File: src/rtl/bip_control.sv
// ============================================================================
// bip_control : BIP fetch/decode/execute control unit with start/halt supervisor
// Revision    : 1.0
// ============================================================================
`default_nettype none

module bip_control #(
    parameter int PC_WIDTH      = 11,
    parameter int OPERAND_WIDTH = 11,
    parameter int OPCODE_WIDTH  = 5,
    parameter int CNT_WIDTH     = 16
) (
    input  logic                     clk,
    input  logic                     rst_n,
    input  logic                     start,
    output logic [PC_WIDTH-1:0]      prog_addr,
    input  logic [15:0]              prog_data,
    output logic [OPERAND_WIDTH-1:0] data_addr,
    output logic                     rd_ram,
    output logic                     wr_ram,
    output logic [OPERAND_WIDTH-1:0] operand,
    output logic [1:0]               sel_a,
    output logic                     sel_b,
    output logic                     op,
    output logic                     wr_acc,
    output logic                     halted,
    output logic                     illegal,
    output logic [CNT_WIDTH-1:0]     cycle_cnt
);

    typedef enum logic [2:0] {
        S_IDLE   = 3'd0,
        S_FETCH  = 3'd1,
        S_DECODE = 3'd2,
        S_EXEC   = 3'd3,
        S_HALT   = 3'd4
    } state_t;

    localparam logic [OPCODE_WIDTH-1:0] OPC_HLT  = OPCODE_WIDTH'(0);
    localparam logic [OPCODE_WIDTH-1:0] OPC_STO  = OPCODE_WIDTH'(1);
    localparam logic [OPCODE_WIDTH-1:0] OPC_LD   = OPCODE_WIDTH'(2);
    localparam logic [OPCODE_WIDTH-1:0] OPC_LDI  = OPCODE_WIDTH'(3);
    localparam logic [OPCODE_WIDTH-1:0] OPC_ADD  = OPCODE_WIDTH'(4);
    localparam logic [OPCODE_WIDTH-1:0] OPC_ADDI = OPCODE_WIDTH'(5);
    localparam logic [OPCODE_WIDTH-1:0] OPC_SUB  = OPCODE_WIDTH'(6);
    localparam logic [OPCODE_WIDTH-1:0] OPC_SUBI = OPCODE_WIDTH'(7);

    state_t                 state_q, state_d;
    logic [PC_WIDTH-1:0]    pc_q, pc_d;
    logic [15:0]            ir_q, ir_d;
    logic                   illegal_q, illegal_d;
    logic [CNT_WIDTH-1:0]   cnt_q, cnt_d;

    logic                   rd_req, wr_req, acc_req;
    logic [OPCODE_WIDTH-1:0] dec_opc, exe_opc;
    logic [CNT_WIDTH-1:0]   cnt_inc;

    assign dec_opc = prog_data[OPERAND_WIDTH +: OPCODE_WIDTH];
    assign exe_opc = ir_q[OPERAND_WIDTH +: OPCODE_WIDTH];
    assign cnt_inc = (cnt_q == {CNT_WIDTH{1'b1}}) ? cnt_q : cnt_q + CNT_WIDTH'(1);

    always_ff @(posedge clk) begin
        if (!rst_n) begin
            state_q   <= S_IDLE;
            pc_q      <= '0;
            ir_q      <= '0;
            illegal_q <= 1'b0;
            cnt_q     <= '0;
        end else begin
            state_q   <= state_d;
            pc_q      <= pc_d;
            ir_q      <= ir_d;
            illegal_q <= illegal_d;
            cnt_q     <= cnt_d;
        end
    end

    always_comb begin
        state_d   = state_q;
        pc_d      = pc_q;
        ir_d      = ir_q;
        illegal_d = illegal_q;
        cnt_d     = cnt_q;
        rd_req    = 1'b0;
        wr_req    = 1'b0;
        acc_req   = 1'b0;
        data_addr = '0;
        operand   = '0;
        sel_a     = 2'd0;
        sel_b     = 1'b0;
        op        = 1'b0;
        halted    = 1'b0;

        case (state_q)
            S_IDLE: begin
                if (start) begin
                    state_d = S_FETCH;
                    pc_d    = '0;
                    cnt_d   = '0;
                end
            end
            S_FETCH: begin
                cnt_d   = cnt_inc;
                state_d = S_DECODE;
            end
            S_DECODE: begin
                cnt_d   = cnt_inc;
                // Memory operands are requested early so RAM data arrives in EXEC.
                if (dec_opc == OPC_LD || dec_opc == OPC_ADD || dec_opc == OPC_SUB) begin
                    rd_req    = 1'b1;
                    data_addr = prog_data[OPERAND_WIDTH-1:0];
                end
                ir_d    = prog_data;
                state_d = S_EXEC;
            end
            S_EXEC: begin
                cnt_d     = cnt_inc;
                data_addr = ir_q[OPERAND_WIDTH-1:0];
                operand   = ir_q[OPERAND_WIDTH-1:0];
                state_d   = S_FETCH;
                pc_d      = pc_q + PC_WIDTH'(1);
                case (exe_opc)
                    OPC_HLT: begin
                        state_d = S_HALT;
                        pc_d    = pc_q;
                    end
                    OPC_STO:  wr_req = 1'b1;
                    OPC_LD: begin
                        sel_a   = 2'd0;
                        acc_req = 1'b1;
                    end
                    OPC_LDI: begin
                        sel_a   = 2'd1;
                        acc_req = 1'b1;
                    end
                    OPC_ADD: begin
                        sel_a   = 2'd2;
                        acc_req = 1'b1;
                    end
                    OPC_ADDI: begin
                        sel_a   = 2'd2;
                        sel_b   = 1'b1;
                        acc_req = 1'b1;
                    end
                    OPC_SUB: begin
                        sel_a   = 2'd2;
                        op      = 1'b1;
                        acc_req = 1'b1;
                    end
                    OPC_SUBI: begin
                        sel_a   = 2'd2;
                        sel_b   = 1'b1;
                        op      = 1'b1;
                        acc_req = 1'b1;
                    end
                    default: illegal_d = 1'b1;
                endcase
            end
            S_HALT: begin
                halted = 1'b1;
                if (start) begin
                    state_d   = S_FETCH;
                    pc_d      = '0;
                    cnt_d     = '0;
                    illegal_d = 1'b0;
                end
            end
            default: state_d = S_IDLE;
        endcase
    end

    // Strobes are masked by reset directly so a reset mid-EXEC cannot corrupt RAM/ACC.
    assign rd_ram    = rd_req  & rst_n;
    assign wr_ram    = wr_req  & rst_n;
    assign wr_acc    = acc_req & rst_n;
    assign prog_addr = pc_q;
    assign illegal   = illegal_q;
    assign cycle_cnt = cnt_q;

endmodule

`default_nettype wire

File: config.mk
export PLATFORM = sky130hd
export DESIGN_NAME = bip_control
export DESIGN_NICKNAME = d
export VERILOG_FILES = /design/src/rtl/bip_control.sv
export SDC_FILE = /design/constraint.sdc
export NUM_CORES = 1
export LEC_CHECK = 0
export CAP_MARGIN = 5
export CORE_MARGIN = 3
export CORE_UTILIZATION = 30
export CTS_BUF_LIST = sky130_fd_sc_hd__clkbuf_4 sky130_fd_sc_hd__clkbuf_8 sky130_fd_sc_hd__clkbuf_16
export DETAILED_ROUTE_END_ITERATION = 6
export HOLD_SLACK_MARGIN = 0.05
export PLACE_DENSITY_LB_ADDON = 0.3
export SLEW_MARGIN = 20
export SYNTH_ARGS = -nofsm -noshare
export SYNTH_HDL_FRONTEND = slang
export SYNTH_SLANG_ARGS = --single-unit
export TNS_END_PERCENT = 5
File: constraint.sdc
create_clock -name clk -period 2.6 [get_ports clk]
set_input_delay 0.26 -clock clk [delete_from_list [all_inputs] [get_ports clk]]
set_output_delay 0.26 -clock clk [all_outputs]
set_load 0.03 [all_outputs]
==> results.py, run 1 <==
metrics = {
    "worst_setup_path": {
        "critical_path_arrival_ns": 2.14,
        "setup.worst_path.start": "state_q[1]$_SDFFE_PN0P_",
        "crit_family": "simple AND/OR/NAND/NOR gates",
        "critical_path_peak_fanout": 7,
        "start_kind": "register",
        "crit_path_max_cell_delay_ns": 0.67,
        "worstSetupEndpointType": "output pin",
        "critical_path.n_buffers_inverters": 1,
        "setup.worst_path.class": "register to output pin",
        "critical_path_cell_by_cell": "and3b_2 > nor3b_2 > and3_1 > clkdlybuf4s50_1",
        "wp_data_required_ns": 2.34,
        "r2r_setup_slk_ns": 0.34,
        "r2r_start": "cycle_cnt[0]$_SDFFE_PN0P_",
        "critPathSlowestCell": "sky130_fd_sc_hd__clkdlybuf4s50_1",
    },
    "sta": {
        "setup_viol": 0,
        "worst_slack_ns": 0.198,
        "clock_skew_ns": 0.00845,
        "fin_worst_hold_slack_ns": 0.455,
        "worst-slew-pin-transition_ns": 0.549,
        "timing.final.max_slew_violations": 0,
        "timing.slew.headroom_pct": 63.4,
        "totalNegativeSetupSlack_ns": 0,
        "post-route-period-util_pct": 92.4,
        "setup_repair_after_global_routing_missed_its_margin": "no",
        "layout_min_cycle_time_ns": 2.40,
        "finalHoldViolations": 0,
        "achievable_frequency_mhz": 416,
    },
    "cells_and_area": {
        "layout.nets": 394,
        "n_antenna_cell": 0,
        "share_of_layout_cells_above_drive_strength_1_pct": 11.2,
        "filler_free_cell_count_of_the_finished_design": 476,
        "flow.area_growth_from_synthesis_pct": 40.0,
        "final_util_pct": 43.9,
    },
    "grt": {
        "global_route.usage.total_pct": 13.7,
        "first_global_vias": 2218,
        "grt_overflow": 0,
        "pin_count_of_the_biggest_net_entering_global_routing": 29,
        "global_route_wire_length_before_repair_um": 10900,
        "initial_antenna_violation_count": 0,
    },
    "routing": {
        "wl_um": 6500,
        "drt_drc_violations_left": 0,
        "post_detailed_route_wirelength_per_cell_um": 13.6,
        "routed_via_density": 4.99,
        "firstDrtPassIters": 4,
        "routed-via-count": 2374,
        "dr.first_iter.drc_count": 120,
        "ant_nets": 0,
    },
    "logic_synthesis": {
        "ys.warnings.count": 0,
        "synth_largest_area_cell": "sky130_fd_sc_hd__dfxtp_1",
        "synthDistinctLibCells": 54,
        "synth-main-ff-cell": "sky130_fd_sc_hd__dfxtp_1",
        "avgSynthCellArea_um2": 8.29,
        "netlist_top_cells_area": "sky130_fd_sc_hd__dfxtp_1 (38%), sky130_fd_sc_hd__nand2_1 (7.5%), sky130_fd_sc_hd__a21oi_1 (5.7%)",
        "synthesis.area_mm2": 0.00246,
        "asyncSetResetFlopFracSynth_pct": 0,
        "synth_edf_count": 0,
        "synth_top_area_share_pct": 38.2,
        "register_bit_total_from_synthesis": 47,
        "netlist_instances": 297,
        "synth_sequential_area_ratio_pct": 38.2,
        "synth_nets": 318,
    },
    "clocking": {
        "cts.root.buffer_cell": "sky130_fd_sc_hd__clkbuf_8",
        "cts-root-to-sink-buffers": 2,
        "cts-hold-fix-buffers": 0,
        "clock_latency_ns": 0.30,
        "clk_pin_slew_worst_paths_ns": 0.09,
        "cts_resized": 0,
        "post-cts-setup-buffers": 0,
        "cts_num_sinks": 47,
        "cts-buffers-inserted": 5,
        "tritoncts": "yes",
        "cts-htree-levels": 2,
    },
    "hold_path": {
        "min_path_type": "register to register",
        "hold_path.startpoint": "ir_q[10]$_SDFFE_PN0P_",
    },
    "floorplan": {
        "core.rowCount": 32,
        "die_width_um": 96.6,
        "number_of_placed_i_o_pins": 77,
        "initial_core_utilization_pct": 31.4,
        "die_height_um": 96.6,
        "core_area_mm2": 0.00785,
        "dieArea_mm2": 0.00934,
    },
    "power": {
        "vdd_drop_max_v": 0.000223,
        "power.density_mw_per_mm2": 484,
        "power_leakage_nw": 1.29,
    },
    "placed_design": {
        "port-buffer-count": 76,
        "placement.setup.worst_slack_ns": 0.298,
        "hpwlAfterDp_um": 4700,
        "dpl.cell_count": 468,
        "globalplace.congestion": 0.827,
    },
    "outcome": {
        "run_status": "complete, no violations",
    },
    "job": {
        "maxCapViolCount": 0,
    },
}
## cell usage after synthesis (2+ instances only)
cell,instances
sky130_fd_sc_hd__nand2_1,49
sky130_fd_sc_hd__dfxtp_1,47
sky130_fd_sc_hd__a21oi_1,28
sky130_fd_sc_hd__nor2_1,21
sky130_fd_sc_hd__and2_1,15
sky130_fd_sc_hd__a31o_1,11
sky130_fd_sc_hd__xnor2_1,10
sky130_fd_sc_hd__clkbuf_1,8
sky130_fd_sc_hd__nand3_1,8
sky130_fd_sc_hd__o21ai_1,7
sky130_fd_sc_hd__buf_2,6
sky130_fd_sc_hd__and3_1,5
sky130_fd_sc_hd__nand4_1,5
sky130_fd_sc_hd__inv_1,4
sky130_fd_sc_hd__nor3_1,4
sky130_fd_sc_hd__o211ai_1,4
sky130_fd_sc_hd__a211oi_1,3
sky130_fd_sc_hd__a31o_2,3
sky130_fd_sc_hd__a31oi_1,3
sky130_fd_sc_hd__buf_6,3
sky130_fd_sc_hd__nand2b_1,3
sky130_fd_sc_hd__or4_1,3
sky130_fd_sc_hd__a21boi_1,2
sky130_fd_sc_hd__and4_1,2
sky130_fd_sc_hd__ha_1,2
sky130_fd_sc_hd__nand3_2,2
sky130_fd_sc_hd__nand3b_1,2
sky130_fd_sc_hd__nand4b_1,2
sky130_fd_sc_hd__nor3b_1,2
sky130_fd_sc_hd__nor3b_2,2
sky130_fd_sc_hd__nor4_1,2
sky130_fd_sc_hd__o2111ai_1,2
sky130_fd_sc_hd__o21ai_0,2
sky130_fd_sc_hd__o221a_1,2
sky130_fd_sc_hd__o22ai_1,2
sky130_fd_sc_hd__o31ai_1,2
sky130_fd_sc_hd__or2_1,2
## logic make-up (layout without fill, tap and decap cells)
| kind of cell | after synthesis | count (layout) | synth area share (%) |
|---|---|---|---|
| buffers and inverters | 22 | 99 | 4.57 |
| AND/OR/NAND/NOR | 137 | 137 | 30.5 |
| adder cells (fa/ha/maj) | 2 | 2 | 1.02 |
| AO/OA/AOI/OAI | 79 | 79 | 22.2 |
| flip-flops | 47 | 47 | 38.2 |
| XOR/XNOR | 10 | 10 | 3.55 |
## registers in the layout, indices dropped and copies added, names as in the netlist
name,flops
cycle_cnt,16
illegal,1
ir_q,16
prog_addr,11
state_q,3
## metal layers
layer / GRT usage (%) / vias to the layer above / wire [µm]
met5: 0 / - / 0
met4: 4.21 / 0 / 48
met3: 3.53 / 2 / 365
met2: 22.7 / 56 / 3120
met1: 17.6 / 1087 / 2960
li1: - / 1229 / -
## worst min-delay path, cell delays in order, from the launching register on
cell and delay (ns):
sky130_fd_sc_hd__dfxtp_1 0.31, sky130_fd_sc_hd__nand2_1 0.05, sky130_fd_sc_hd__a21oi_1 0.05
## area by class of cell
cell class	count	area (µm²)
fillers	799	4400
multi-input cells	228	1420
flip-flops and latches	47	942
repair buffers	86	841
well taps	102	128
clock buffers	7	90.1
inverters	5	18.8
clock inverters	1	8.76
## power by group
part	internal, W	switching, W	leakage, nW
Clock	0.000229	0.000247	0.0519
Sequential	0.000756	0.0000331	0.380
Combinational	0.000152	0.000253	0.861
Total	0.00114	0.000533	1.29
## metrics by stage
step | area, µm² | power (W)
after CTS | 3430 | 0.00169
after floorplan | 2460 | 0.00110
after detailed placement | 3330 | 0.00121
after global placement | 3330 | 0.00120
after global routing | 3450 | 0.00177
final | 3450 | 0.00167
## worst paths after layout
| kind | to | cells past startpoint |
|---|---|---|
| max | op | 4 |
| min | ir_q[10]$_SDFFE_PN0P_ | 2 |
| max reg2reg | cycle_cnt[7]$_SDFFE_PN0P_ | 7 |
| min reg2reg | ir_q[10]$_SDFFE_PN0P_ | 2 |
## cell usage in the layout (no fill, tap or decap), types with 5 or more instances in the layout
cell and count:
sky130_fd_sc_hd__a21oi_1 28, sky130_fd_sc_hd__a31o_1 11, sky130_fd_sc_hd__and2_1 15, sky130_fd_sc_hd__and3_1 5, sky130_fd_sc_hd__buf_4 14, sky130_fd_sc_hd__clkbuf_8 6
sky130_fd_sc_hd__clkdlybuf4s50_1 66, sky130_fd_sc_hd__dfxtp_1 46, sky130_fd_sc_hd__dlymetal6s2s_1 6, sky130_fd_sc_hd__nand2_1 49, sky130_fd_sc_hd__nand3_1 8, sky130_fd_sc_hd__nand4_1 5
sky130_fd_sc_hd__nor2_1 20, sky130_fd_sc_hd__o21ai_1 7, sky130_fd_sc_hd__xnor2_1 10
Power figures use the tool's default switching activity.
==> run 2: changes to the inputs <==
--- a/config.mk
+++ b/config.mk
@@ -6,10 +6,11 @@
 export NUM_CORES = 1
 export LEC_CHECK = 0
 export CAP_MARGIN = 5
-export CORE_MARGIN = 3
+export CORE_MARGIN = 4
 export CORE_UTILIZATION = 30
 export CTS_BUF_LIST = sky130_fd_sc_hd__clkbuf_4 sky130_fd_sc_hd__clkbuf_8 sky130_fd_sc_hd__clkbuf_16
 export DETAILED_ROUTE_END_ITERATION = 6
+export DONT_BUFFER_PORTS = 1
 export HOLD_SLACK_MARGIN = 0.05
 export PLACE_DENSITY_LB_ADDON = 0.3
 export SLEW_MARGIN = 20
==> results.py, run 2 (synthesis gave the netlist of run 1 again) <==
metrics = {
    "clocking": {
        "clk_pin_slew_worst_paths_ns": 0.10,
        "cts_num_sinks": 47,
        "cts-htree-levels": 2,
        "clock_latency_ns": 0.30,
        "cts-buffers-inserted": 5,
        "post-cts-setup-buffers": 0,
        "tritoncts": "yes",
        "cts.root.buffer_cell": "sky130_fd_sc_hd__clkbuf_8",
        "cts-root-to-sink-buffers": 2,
    },
    "floorplan": {
        "dieArea_mm2": 0.00973,
        "core_area_mm2": 0.00785,
        "die_height_um": 98.6,
        "initial_core_utilization_pct": 31.4,
        "number_of_placed_i_o_pins": 77,
        "die_width_um": 98.6,
        "core.rowCount": 32,
    },
    "cells_and_area": {
        "layout_common_cells": "sky130_fd_sc_hd__nand2_1 (49), sky130_fd_sc_hd__dfxtp_1 (47), sky130_fd_sc_hd__a21oi_1 (28)",
        "flow.area_growth_from_synthesis_pct": 13.8,
        "n_antenna_cell": 0,
        "fill_cells": 855,
        "share_of_layout_cells_above_drive_strength_1_pct": 16.6,
        "layout_commonest_cell": "sky130_fd_sc_hd__nand2_1",
        "layout.nets": 334,
    },
    "sta": {
        "timing.slew.headroom_pct": 61.8,
        "post-route-period-util_pct": 90.1,
        "clock_skew_ns": 0.00940,
        "totalNegativeSetupSlack_ns": 0,
        "timing.final.max_slew_violations": 0,
        "worst-slew-pin-transition_ns": 0.572,
        "achievable_frequency_mhz": 427,
        "setup_viol": 0,
        "setup_repair_after_global_routing_missed_its_margin": "no",
        "layout_min_cycle_time_ns": 2.34,
        "finalHoldViolations": 0,
    },
    "routing": {
        "routed-via-count": 2142,
        "firstDrtPassIters": 4,
        "drt_drc_violations_left": 0,
        "ant_nets": 0,
        "dr.first_iter.drc_count": 120,
        "post_detailed_route_wirelength_per_cell_um": 15.5,
        "wl_um": 6460,
        "routed_via_density": 5.15,
    },
    "worst_setup_path": {
        "critical_path_arrival_ns": 2.08,
        "worstSetupEndpointType": "output pin",
        "wp_data_required_ns": 2.34,
        "critical_path_peak_fanout": 10,
        "start_kind": "register",
        "setup.worst_path.class": "register to output pin",
    },
    "placed_design": {
        "hpwlAfterDp_um": 4720,
        "globalplace.congestion": 0.778,
        "port-buffer-count": 0,
    },
    "grt": {
        "initial_antenna_violation_count": 0,
        "pin_count_of_the_biggest_net_entering_global_routing": 29,
        "global_route_wire_length_before_repair_um": 10700,
        "grt_overflow": 0,
        "first_global_vias": 2069,
        "global_route.usage.total_pct": 13.2,
    },
    "outcome": {
        "run_status": "complete, no violations",
    },
    "job": {
        "maxCapViolCount": 0,
    },
    "power": {
        "post-layout-total-power_w": 0.00162,
        "power_leakage_nw": 0.989,
        "vdd_drop_max_v": 0.000249,
        "power.density_mw_per_mm2": 577,
    },
    "hold_path": {
        "min_path_type": "input port to register",
    },
}
==> run 2: through the flow <==
stage	cells	utilization (%)	hold slack (ns)	worst slack, ns	cell area [µm²]
finish	416	35.7	0.0805	0.257	2800
global route	416	35.7	0.0603	0.0236	2800
CTS	416	35.7	0.0638	0.146	2800
detailed placement	407	34.3	0.379	0.506	2690
global placement	407	34.3	0.374	0.608	2690
floorplan	297	-	0.371	0.350	2460
==> run 2: power by group <==
| group | switching (W) | leakage (nW) | internal, W |
|---|---|---|---|
| Combinational | 0.000235 | 0.561 | 0.000115 |
| Clock | 0.000259 | 0.0474 | 0.000217 |
| Sequential | 0.0000363 | 0.380 | 0.000755 |
==> run 2: worst max-delay path, stage by stage, from the launching register on <==
cell                      delay (ns)
sky130_fd_sc_hd__dfxtp_1        0.52
sky130_fd_sc_hd__and3b_2        0.35
sky130_fd_sc_hd__nor3b_2        0.34
sky130_fd_sc_hd__nand2_1        0.14
sky130_fd_sc_hd__nor3b_1        0.23
sky130_fd_sc_hd__buf_4          0.20
==> run 2: worst paths after layout <==
kind / from / end / cells past startpoint / slack (ns)
hold / removal: prog_data[11] / ir_q[11]$_SDFFE_PN0P_ / 2 / 0.08
hold reg to reg: ir_q[7]$_SDFFE_PN0P_ / ir_q[7]$_SDFFE_PN0P_ / 2 / 0.45
setup reg to reg: cycle_cnt[8]$_SDFFE_PN0P_ / cycle_cnt[5]$_SDFFE_PN0P_ / 6 / 0.53
setup / recovery: state_q[0]$_SDFFE_PN0P_ / sel_a[0] / 5 / 0.26
==> run 2: cell type report <==
class	instances	area, µm²	area share, %
multi-input cells	228	1420	50.6
flip-flops and latches	47	941	33.6
inverters	5	18.8	0.669
clock inverters	2	16.3	0.580
well taps	102	128	4.55
clock buffers	6	82.6	2.95
repair buffers	26	198	7.05
==> run 2: routing by layer <==
layer / global-route usage [%] / up-vias / part of all wire [%]
li1: - / 1095 / -
met1: 16.8 / 989 / 46
met2: 21.1 / 54 / 46
met3: 4.60 / 4 / 7.6
met4: 4.10 / 0 / 0.96
met5: 0 / - / 0
==> run 2: what timing repair did <==
action                                  in CTS  in global routing
endpoints found under the setup margin       0                  2
hold endpoints to repair                     1                  0
hold buffers                                 1                  0
resized for setup                            0                  1
==> run 3: changes to the inputs <==
--- a/config.mk
+++ b/config.mk
@@ -6,8 +6,9 @@
 export NUM_CORES = 1
 export LEC_CHECK = 0
 export CAP_MARGIN = 5
+export CORE_ASPECT_RATIO = 0.9
 export CORE_MARGIN = 4
-export CORE_UTILIZATION = 30
+export CORE_UTILIZATION = 55
 export CTS_BUF_LIST = sky130_fd_sc_hd__clkbuf_4 sky130_fd_sc_hd__clkbuf_8 sky130_fd_sc_hd__clkbuf_16
 export DETAILED_ROUTE_END_ITERATION = 6
 export DONT_BUFFER_PORTS = 1
==> results.py, run 3 (synthesis gave the netlist of run 1 again) <==
metrics = {
    "outcome": {
        "run_status": "complete, no violations",
    },
    "sta": {
        "achievable_frequency_mhz": 429,
        "timing.final.max_slew_violations": 0,
        "worst-slew-pin-transition_ns": 0.528,
        "setup_viol": 0,
        "worst_slack_ns": 0.267,
        "setup_repair_after_global_routing_missed_its_margin": "no",
        "layout_min_cycle_time_ns": 2.33,
        "timing.slew.headroom_pct": 64.8,
        "post-route-period-util_pct": 89.7,
        "totalNegativeSetupSlack_ns": 0,
        "clock_skew_ns": 0.0112,
        "finalHoldViolations": 0,
    },
    "clocking": {
        "cts-root-to-sink-buffers": 2,
        "post-cts-setup-buffers": 0,
        "cts.root.buffer_cell": "sky130_fd_sc_hd__clkbuf_8",
        "cts_resized": 0,
        "cts_num_sinks": 47,
        "cts-htree-levels": 2,
        "clock_latency_ns": 0.30,
        "cts-buffers-inserted": 5,
        "clk_pin_slew_worst_paths_ns": 0.09,
        "tritoncts": "yes",
        "cts-hold-fix-buffers": 1,
    },
    "power": {
        "post-layout-total-power_w": 0.00159,
        "power.density_mw_per_mm2": 594,
        "power_leakage_nw": 0.941,
        "vdd_drop_max_v": 0.000372,
    },
    "routing": {
        "post_detailed_route_wirelength_per_cell_um": 15.6,
        "routed-via-count": 2138,
        "drt_drc_violations_left": 0,
        "dr.first_iter.drc_count": 135,
        "wl_um": 5690,
        "firstDrtPassIters": 4,
        "ant_nets": 0,
        "routed_via_density": 5.86,
    },
    "cells_and_area": {
        "layout_commonest_cell": "sky130_fd_sc_hd__nand2_1",
        "layout.nets": 325,
        "filler_free_cell_count_of_the_finished_design": 365,
        "fill_cells": 375,
        "flow.area_growth_from_synthesis_pct": 8.79,
        "layout_common_cells": "sky130_fd_sc_hd__nand2_1 (49), sky130_fd_sc_hd__dfxtp_1 (47), sky130_fd_sc_hd__a21oi_1 (28)",
        "share_of_layout_cells_above_drive_strength_1_pct": 13.4,
        "final_util_pct": 63.6,
        "n_antenna_cell": 0,
    },
    "worst_setup_path": {
        "start_kind": "register",
        "wp_data_required_ns": 2.34,
        "crit_path_max_cell_delay_ns": 0.50,
        "setup.worst_path.class": "register to output pin",
        "critical_path_cell_by_cell": "and3b_1 > buf_4 > and2_1 > a31o_1",
        "critPathSlowestCell": "sky130_fd_sc_hd__dfxtp_1",
        "critical_path_arrival_ns": 2.07,
        "worstSetupEndpointType": "output pin",
        "r2r_start": "cycle_cnt[7]$_SDFFE_PN0P_",
        "r2r_setup_slk_ns": 0.42,
        "reg2regPathDepth": 6,
        "critical_path_peak_fanout": 11,
        "worstReg2RegEnd": "cycle_cnt[7]$_SDFFE_PN0P_",
    },
    "floorplan": {
        "core_area_mm2": 0.00421,
        "dieArea_mm2": 0.00562,
        "die_width_um": 78.5,
        "initial_core_utilization_pct": 58.5,
        "number_of_placed_i_o_pins": 77,
        "die_height_um": 71.5,
        "core.rowCount": 22,
    },
    "grt": {
        "gr-max-usage-layer": "met2",
        "global_route_wire_length_before_repair_um": 9390,
        "first_global_vias": 1898,
        "grt_overflow": 0,
        "grtUsageMet3_pct": 7.29,
        "pin_count_of_the_biggest_net_entering_global_routing": 29,
        "initial_antenna_violation_count": 0,
        "use_met2_pct": 30.0,
        "global_route.usage.total_pct": 20.5,
        "gr-usage-met1_pct": 28.4,
    },
    "placed_design": {
        "hpwlAfterDp_um": 4020,
        "globalplace.congestion": 0.801,
        "port-buffer-count": 0,
        "dpl.cell_count": 356,
        "placement.setup.worst_slack_ns": 0.486,
    },
    "hold_path": {
        "min_path_type": "input port to register",
        "hold_path.startpoint": "prog_data[0]",
        "hold_depth": 2,
        "hold_end": "ir_q[0]$_SDFFE_PN0P_",
    },
    "job": {
        "maxCapViolCount": 0,
    },
}
[run 3: changes by cell type in the layout (fill, tap and decap cells not counted)]
cell                      previous run  this run
sky130_fd_sc_hd__buf_4              25        16
sky130_fd_sc_hd__and3b_1             0         1
sky130_fd_sc_hd__and3b_2             1         0
sky130_fd_sc_hd__nor2_1             20        21
sky130_fd_sc_hd__nor2_2              2         1
[run 3: area by class of cell]
| class | count | area [µm²] | area share (%) |
|---|---|---|---|
| multi-input cells | 228 | 1420 | 52.8 |
| flip-flops and latches | 47 | 941 | 35.1 |
| repair buffers | 17 | 130 | 4.86 |
| clock buffers | 6 | 82.6 | 3.08 |
| well taps | 60 | 75.1 | 2.80 |
| inverters | 5 | 18.8 | 0.700 |
| clock inverters | 2 | 16.3 | 0.607 |
[run 3: worst max path at each step]
| stage | slack (ns) | cells after the start | endpoint | startpoint |
|---|---|---|---|---|
| finish | 0.27 | 4 | data_addr[10] | state_q[0]$_SDFFE_PN0P_ |
| global placement | 0.59 | 6 | cycle_cnt[10]$_SDFFE_PN0P_ | cycle_cnt[8]$_SDFFE_PN0P_ |
| global route | 0.08 | 5 | sel_a[0] | state_q[0]$_SDFFE_PN0P_ |
| floorplan | 0.35 | 6 | wr_ram | state_q[1]$_SDFFE_PN0P_ |
| CTS | 0.25 | 4 | data_addr[10] | state_q[0]$_SDFFE_PN0P_ |
| detailed placement | 0.49 | 6 | cycle_cnt[7]$_SDFFE_PN0P_ | cycle_cnt[8]$_SDFFE_PN0P_ |
[run 3: stage by stage]
stage          hold WS [ns]  area (µm²)
2_1_floorplan         0.371        2460
3_3_place_gp          0.374        2570
3_5_place_dp          0.377        2570
4_1_cts              0.0685        2680
5_1_grt              0.0640        2680
6_report             0.0773        2680
[run 3: power breakdown]
group / switching (W) / leakage [nW] / internal [W]
clock: 0.000253 / 0.0474 / 0.000217
sequential: 0.0000352 / 0.380 / 0.000755
combinational: 0.000224 / 0.513 / 0.000107
[run 3: worst max-delay path, delay by kind of cell, from the launching register on]
kind | cells | cell delay, ns
AOI/OAI and AO/OA | 1 | 0.34
buffers and inverters | 1 | 0.21
DFF | 1 | 0.50
and+or+nand+nor | 2 | 0.72
[run 3: metal layers]
metal | share of wire, % | routed length (µm)
met2 | 43 | 2450
met4 | 1.1 | 65
met1 | 46 | 2630
met5 | 0 | 0
met3 | 9.5 | 543
